**src/rtl/control_unit_pkg.sv**
```systemverilog
// control_unit_pkg: shared next-state mode encodings, condition indices and default addresses.
package control_unit_pkg;
  typedef enum logic [2:0] {
    NS_DECODE  = 3'd0,
    NS_FETCH   = 3'd1,
    NS_CBRANCH = 3'd2,
    NS_INCR    = 3'd3,
    NS_JUMP    = 3'd4,
    NS_CWAIT   = 3'd5,
    NS_CALL    = 3'd6,
    NS_RET     = 3'd7
  } ns_mode_e;
  localparam int COND_MOC = 0;
  localparam int COND_TEST = 1;
  localparam logic [9:0] FETCH_STATE_DEF = 10'd1;
  localparam logic [9:0] RESET_STATE_DEF = 10'd0;
endpackage

```
**src/rtl/micro_return_stack.sv**
```systemverilog
// micro_return_stack: LIFO of return addresses; reset clears only the pointer.
module micro_return_stack #(
  parameter int W = 10,
  parameter int DEPTH = 4
) (
  input  logic         clk,
  input  logic         reset,
  input  logic         push,
  input  logic         pop,
  input  logic [W-1:0] din,
  output logic [W-1:0] dout,
  output logic         full,
  output logic         empty
);
  localparam int AW = $clog2(DEPTH);
  logic [W-1:0] mem [DEPTH];
  logic [AW:0] sp;
  logic [AW:0] sp_m1;
  assign sp_m1 = sp - 1'b1;
  assign full = sp == (AW+1)'(DEPTH);
  assign empty = sp == '0;
  assign dout = mem[sp_m1[AW-1:0]];
  always_ff @(posedge clk) begin
    if (reset) sp <= '0;
    else if (push && !full) sp <= sp + 1'b1;
    else if (pop && !empty) sp <= sp_m1;
  end
  always_ff @(posedge clk) begin
    if (!reset && push && !full) mem[sp[AW-1:0]] <= din;
  end
endmodule

```
**src/rtl/microsequencer.sv**
```systemverilog
// microsequencer: picks the next control-store address from N, the selected condition and the return stack.
module microsequencer
  import control_unit_pkg::*;
#(
  parameter int STATE_W = 10,
  parameter int STACK_DEPTH = 4,
  parameter logic [STATE_W-1:0] FETCH_STATE = FETCH_STATE_DEF,
  parameter logic [STATE_W-1:0] RESET_STATE = RESET_STATE_DEF
) (
  input  logic               clk,
  input  logic               reset,
  input  logic [2:0]         N,
  input  logic               inv,
  input  logic [1:0]         select,
  input  logic [STATE_W-1:0] cr,
  input  logic [3:0]         cond_in,
  input  logic [STATE_W-1:0] decode_state,
  input  logic               hold,
  output logic [STATE_W-1:0] state,
  output logic               stack_err
);
  logic c;
  logic [STATE_W-1:0] incr;
  logic [STATE_W-1:0] nxt;
  logic [STATE_W-1:0] ret_addr;
  logic err_nxt;
  logic push;
  logic pop;
  logic full;
  logic empty;
  assign c = cond_in[select] ^ inv;
  assign incr = state + STATE_W'(1);
  micro_return_stack #(.W(STATE_W), .DEPTH(STACK_DEPTH)) u_stack (
    .clk(clk),
    .reset(reset),
    .push(push),
    .pop(pop),
    .din(incr),
    .dout(ret_addr),
    .full(full),
    .empty(empty)
  );
  always_comb begin
    nxt = state;
    err_nxt = stack_err;
    push = 1'b0;
    pop = 1'b0;
    case (ns_mode_e'(N))
      NS_DECODE:  nxt = decode_state;
      NS_FETCH:   nxt = FETCH_STATE;
      NS_CBRANCH: nxt = c ? cr : incr;
      NS_INCR:    nxt = incr;
      NS_JUMP:    nxt = cr;
      NS_CWAIT:   nxt = c ? cr : state;
      NS_CALL: begin
        nxt = cr;
        push = !hold;
        err_nxt = stack_err | full;
      end
      NS_RET: begin
        nxt = empty ? FETCH_STATE : ret_addr;
        pop = !hold;
        err_nxt = stack_err | empty;
      end
    endcase
  end
  always_ff @(posedge clk) begin
    if (reset) begin
      state <= RESET_STATE;
      stack_err <= 1'b0;
    end else if (!hold) begin
      state <= nxt;
      stack_err <= err_nxt;
    end
  end
endmodule

```
**config.mk**
```make
export PLATFORM = sky130hd
export DESIGN_NAME = microsequencer
export DESIGN_NICKNAME = d
export VERILOG_FILES = /design/src/rtl/control_unit_pkg.sv /design/src/rtl/micro_return_stack.sv /design/src/rtl/microsequencer.sv
export SDC_FILE = /design/constraint.sdc
export NUM_CORES = 1
export LEC_CHECK = 0
export BUFFER_PORTS_ARGS = -buffer_cell sky130_fd_sc_hd__clkbuf_2
export CORE_UTILIZATION = 51
export CTS_BUF_LIST = sky130_fd_sc_hd__clkbuf_16
export DETAILED_ROUTE_END_ITERATION = 7
export PLACE_DENSITY = 0.84
export REMOVE_ABC_BUFFERS = 1
export SLEW_MARGIN = 20
export SYNTH_ARGS = -nofsm -noshare
export SYNTH_HDL_FRONTEND = slang
export SYNTH_SLANG_ARGS = --single-unit
export TNS_END_PERCENT = 5
```
**constraint.sdc**
```tcl
create_clock -name clk -period 2.3 [get_ports clk]
set_input_delay 0.46 -clock clk [delete_from_list [all_inputs] [get_ports clk]]
set_output_delay 0.46 -clock clk [all_outputs]
set_load 0.05 [all_outputs]
```
==> results.cfg, run 1 <==
[status]
status = completed

[worst_hold_path]
hp-class = in -> reg
min_from = reset
min_path_cells = 2
hold_end = u_stack.sp[2]

[timing]
period_minus_slack_ns = 2.14
skew_ns = 0.00698
tns_ns = 0
max_freq_mhz = 468
finalSetupViolCount = 0
final_hold_viol_count = 0
rsz0062_at_grt = false
drv_slew = 0
maxSlewHeadroom_pct = 52.0
tightest_slew_ns = 0.718
final.period_utilization_pct = 92.9

[floorplanning]
die_area_um2 = 5870
die_w_um = 76.6
die_y_um = 76.6
boundaryPins = 44
rows = 26
core_area_um2 = 5240
start_util_pct = 54.2

[detailed_routing]
wl_met2_mm = 3.11
wl_met1_mm = 2.66
drc = 0
vias_per_cell = 6.19
wl_per_cell_um = 18.0
ant_nets = 0
drt_wl_total_mm = 6.44
drt-initial-drc-count = 259
dr_wl_met3_um = 538
highest_layer = met4
dr.pass1.iters = 4
vias = 2211

[grt]
grt_util_all_layers_pct = 23.7
grt_pass1_vias = 2224
grt_pass1_wl_mm = 10.6
grt_max_degree = 18
grt.overflow.total = 0
grt_antenna_before_repair = 0

[cells_and_area]
nFillCells = 411
diodes = 0
drive_gt1_share_pct = 28.9
instances_no_fill = 357
fin_nets = 325
area_growth_pct = 20.5

[logic_synthesis]
yosysWarnings = 0
ys_top_cells_by_count = edfxtp_1, inv_1, dfxtp_1, nand2_1, nor2_1
ys.flop_type = edfxtp_1
yosysTopAreaCell = edfxtp_1
synth-async-reset-ratio_pct = 0
synth_edf_count = 40
ys_types = 49
yosysTopAreaCellShare_pct = 42.3
yosysSeqAreaShare_pct = 52.2
synth_most_common_cell = edfxtp_1
ys_ff_latch = 54
synth.area.top_cells = edfxtp_1, dfxtp_1, mux4_2
syn_avg_cell_area_um2 = 12.4
synthCells = 229
syn_area_um2 = 2840

[critical_path]
end_kind = register
cp_max_fo = 6
rr_worst_depth = 8
r2r-start = u_stack.sp[1]
cp.arrival_ns = 2.32
worstSetupPathType = reg -> reg
r2r_end = state[3]
crit_required_ns = 2.49
rrSetupSlack_ns = 0.16
worstSetupStartpointType = register

[clocking]
postCtsResizedCells = 0
htree_num_levels = 2
clkTransAtPathRegs_ns = 0.07
ctsHoldBuffers = 0
tritoncts = built
clk_path_buf_depth = 2
clkLatencyLatePin_ns = 0.30
clkSinkCount = 54
post_cts.repair.setup_buffers = 0
cts_buffers = 5
cts-root-buf = clkbuf_16

[place]
io_buffer_count = 43
place.gp.congestion = 0.861
place_inst = 349
dp_hpwl_mm = 4.69

[power]
p_leak_nw = 1.27
power_density_nw_per_um2 = 634
ir_worst_vdd_mv = 0.454

[run]
cap_violations = 0
[final cells by class]
class / instances / area (µm²) / share of cell area (%)
flip-flops and latches: 54 / 1480 / 43.3
multi-input cells: 151 / 1270 / 37.0
repair buffers: 58 / 378 / 11.1
clock buffers: 5 / 125 / 3.66
well taps: 70 / 87.6 / 2.56
inverters: 16 / 60.1 / 1.76
clock inverters: 3 / 20.0 / 0.586
[layer usage]
layer  vias to the layer above  global-route usage, %
met5                         -                      0
met4                         0                   8.08
met3                        19                   5.03
met2                       117                   39.5
met1                      1063                   30.6
li1                       1012                      -
[worst max path at each step]
stage                to     startpoint  cells past startpoint
2_1_floorplan  state[0]  u_stack.sp[0]                      7
3_3_place_gp   state[2]      select[1]                      6
3_5_place_dp   state[6]      select[1]                      6
4_1_cts        state[3]  u_stack.sp[1]                      8
5_1_grt        state[3]  u_stack.sp[1]                      8
6_report       state[3]  u_stack.sp[1]                      8
[registers in the layout (all words and copies together), names as in the netlist]
name and flops:
stack_err 1, state 10, u_stack.mem 40, u_stack.sp 3
[cell families after synthesis]
logic type | synth area share [%]
and+or+nand+nor | 13.2
DFF | 52.2
AOI/OAI and AO/OA | 14.2
buffers and inverters | 3.79
muxes | 10.5
xor gates and xnor gates | 3.39
adders and majority gates | 2.65
[worst max-delay path: stages, from the launching register on]
cell	delay, ns
dfxtp_1	0.37
inv_1	0.10
ha_4	0.32
buf_4	0.14
mux4_2	0.29
nand3_1	0.12
o211ai_1	0.11
a311o_1	0.33
a32o_1	0.25
[placed cells by master, fill, tap and decap left out, types with 2 or more instances in the layout]
cell type / count
clkbuf_2: 43
edfxtp_1: 40
inv_1: 16
nand2_1: 14
dfxtp_1: 14
nor2_1: 13
nand2b_1: 12
buf_4: 11
a32o_1: 10
nand3_1: 8
mux4_2: 7
a221oi_1: 7
xor2_1: 6
xnor2_1: 5
and2_1: 5
o221ai_1: 5
a21oi_1: 5
ha_1: 5
clkbuf_16: 5
nor4_1: 4
o211ai_1: 4
buf_12: 4
nor3_1: 3
nor2b_1: 3
mux4_1: 3
a311o_1: 3
o21ai_0: 3
mux2i_1: 2
mux2i_2: 2
nor3_2: 2
[stage by stage]
stage / setup WS, ns / hold WS, ns / power, mW / instance area [µm²] / util, %
6_report: 0.164 / 0.442 / 2.17 / 3420 / 65.3
5_1_grt: 0.0382 / 0.463 / 2.24 / 3420 / 65.3
4_1_cts: 0.0661 / 0.442 / 2.17 / 3410 / 65.0
3_5_place_dp: 0.0627 / 0.486 / 1.42 / 3260 / 62.3
3_3_place_gp: 0.162 / 0.454 / 1.41 / 3260 / 62.3
2_1_floorplan: -0.298 / 0.529 / 1.30 / 2790 / -
[power by group]
part           internal, mW  switching (mW)
combinational         0.126           0.194
clock                 0.404           0.355
sequential             1.07          0.0192
total                  1.60           0.569
(Power assumes the default switching activity.)
==> run 2: changes to the inputs <==
CTS_CLUSTER_SIZE = 24   (was not set)
PLACE_DENSITY = 0.76   (was 0.84)
==> run 2 against run 1 <==
Worst setup slack worse by 0.038 ns. Clock power up 3.8%. Combinational power about the same. Highest routed layer unchanged.
==> results.cfg, run 2 (same netlist as run 1, synthesis figures left out) <==
[status]
status = completed

[clocking]
clkLatencyLatePin_ns = 0.30
post_cts.repair.setup_buffers = 0
htree_num_levels = 2
clkSinkCount = 54
cts_buffers = 5
clk_path_buf_depth = 2
tritoncts = built
clkTransAtPathRegs_ns = 0.07
cts-root-buf = clkbuf_16

[cells_and_area]
postLayoutCoreUtil_pct = 65.7
layout_commonest_cell = clkbuf_2
diodes = 0
fin_nets = 328
layout_common_cells = clkbuf_2, edfxtp_1, inv_1
drive_gt1_share_pct = 30.0
largest_reg_flops = 40
instances_no_fill = 360
area_growth_pct = 21.2
fin_area_um2 = 3440

[critical_path]
cp_max_fo = 8
worstSetupPathType = reg -> reg
end_kind = register
crit_required_ns = 2.50
cp.arrival_ns = 2.37
worstSetupStartpointType = register

[timing]
period_minus_slack_ns = 2.17
max_freq_mhz = 460
finalSetupViolCount = 0
maxSlewHeadroom_pct = 51.0
final_hold_viol_count = 0
rsz0062_at_grt = false
drv_slew = 0
whs_ns = 0.440
skew_ns = 0.00702
tightest_slew_ns = 0.732
final.period_utilization_pct = 94.5

[detailed_routing]
drt_wl_total_mm = 6.36
highest_layer = met4
wl_met2_mm = 3.08
vias_per_cell = 5.95
dr.pass1.iters = 5
wl_met1_mm = 2.80
wl_per_cell_um = 17.7
vias = 2141
drc = 0
dr_wl_met3_um = 377
ant_nets = 0
drt-initial-drc-count = 226

[floorplanning]
start_util_pct = 54.2
boundaryPins = 44
core_area_um2 = 5240
die_y_um = 76.6
die_w_um = 76.6
rows = 26
die_area_um2 = 5870

[grt]
grt_max_degree = 20
grt_pass1_vias = 2055
grt_antenna_before_repair = 0
grt_util_all_layers_pct = 23.5
grt_pass1_wl_mm = 10.4
grt.overflow.total = 0

[power]
ir_worst_vdd_mv = 0.536
p_leak_nw = 1.29
power_density_nw_per_um2 = 638

[place]
io_buffer_count = 43
dp_hpwl_mm = 4.66
placed_cell_area_um2 = 3280
place.gp.congestion = 0.832
place_inst = 352

[worst_hold_path]
hp-class = in -> reg

[run]
cap_violations = 0
-- run 2: cell count changes in the layout (fill, tap and decap cells not counted) --
cell,previous run,this run
buf_4,11,14
clkinv_4,0,1
inv_8,0,1
clkinvlp_4,1,0
clkinv_1,1,0
ha_4,1,0
ha_2,0,1
-- run 2: path summary, 6_finish.rpt --
kind	slack, ns	endpoint	depth (start not counted)	startpoint
setup / recovery	0.13	state[8]	7	u_stack.sp[1]
hold / removal	0.44	u_stack.sp[2]	2	reset
setup reg to reg	0.13	state[8]	7	u_stack.sp[1]
hold reg to reg	0.50	stack_err	2	stack_err
-- run 2: where the power goes --
part / total [mW] / leakage (nW) / switching (mW) / internal [mW]
logic: 0.319 / 0.732 / 0.192 / 0.127
clock network: 0.789 / 0.0763 / 0.372 / 0.418
registers: 1.09 / 0.481 / 0.0203 / 1.07
total: 2.20 / 1.29 / 0.584 / 1.61
-- run 2: worst max-delay path, stage by stage (launching register included) --
cell and delay [ns]:
dfxtp_1 0.33, inv_1 0.06, ha_2 0.42, buf_4 0.16, mux4_2 0.30, a221oi_1 0.33, o221ai_1 0.19, a32o_1 0.27
-- run 2: final cells by class --
cell class                 instances  area [µm²]
inverter                          16        60.1
tap                               70        87.6
sequential                        54        1480
fill                             419        1800
multi-input combinational        151        1260
clock buffer                       5         125
timing repair buffer              61         400
clock inverter                     3        28.8
-- run 2: stage by stage --
stage / TNS [ns] / power [mW] / worst slack [ns]
finish: 0 / 2.20 / 0.126
global route: 0 / 2.26 / 0.0276
CTS: 0 / 2.20 / 0.0974
detailed placement: 0 / 1.42 / 0.107
global placement: 0 / 1.42 / 0.119
floorplan: -12.50 / 1.30 / -0.298
-- run 2: what timing repair did --
item                                    4_1_cts  5_1_grt
hold buffers                                  0        0
endpoints found under the setup margin        0        3
gates resized for setup                       0        1
-- run 2: routing by layer --
metal / vias to the layer above / GRT usage, %
met5: - / 0
met4: 0 / 9.04
met3: 11 / 3.71
met2: 91 / 38.3
met1: 1028 / 31.7
li1: 1011 / -
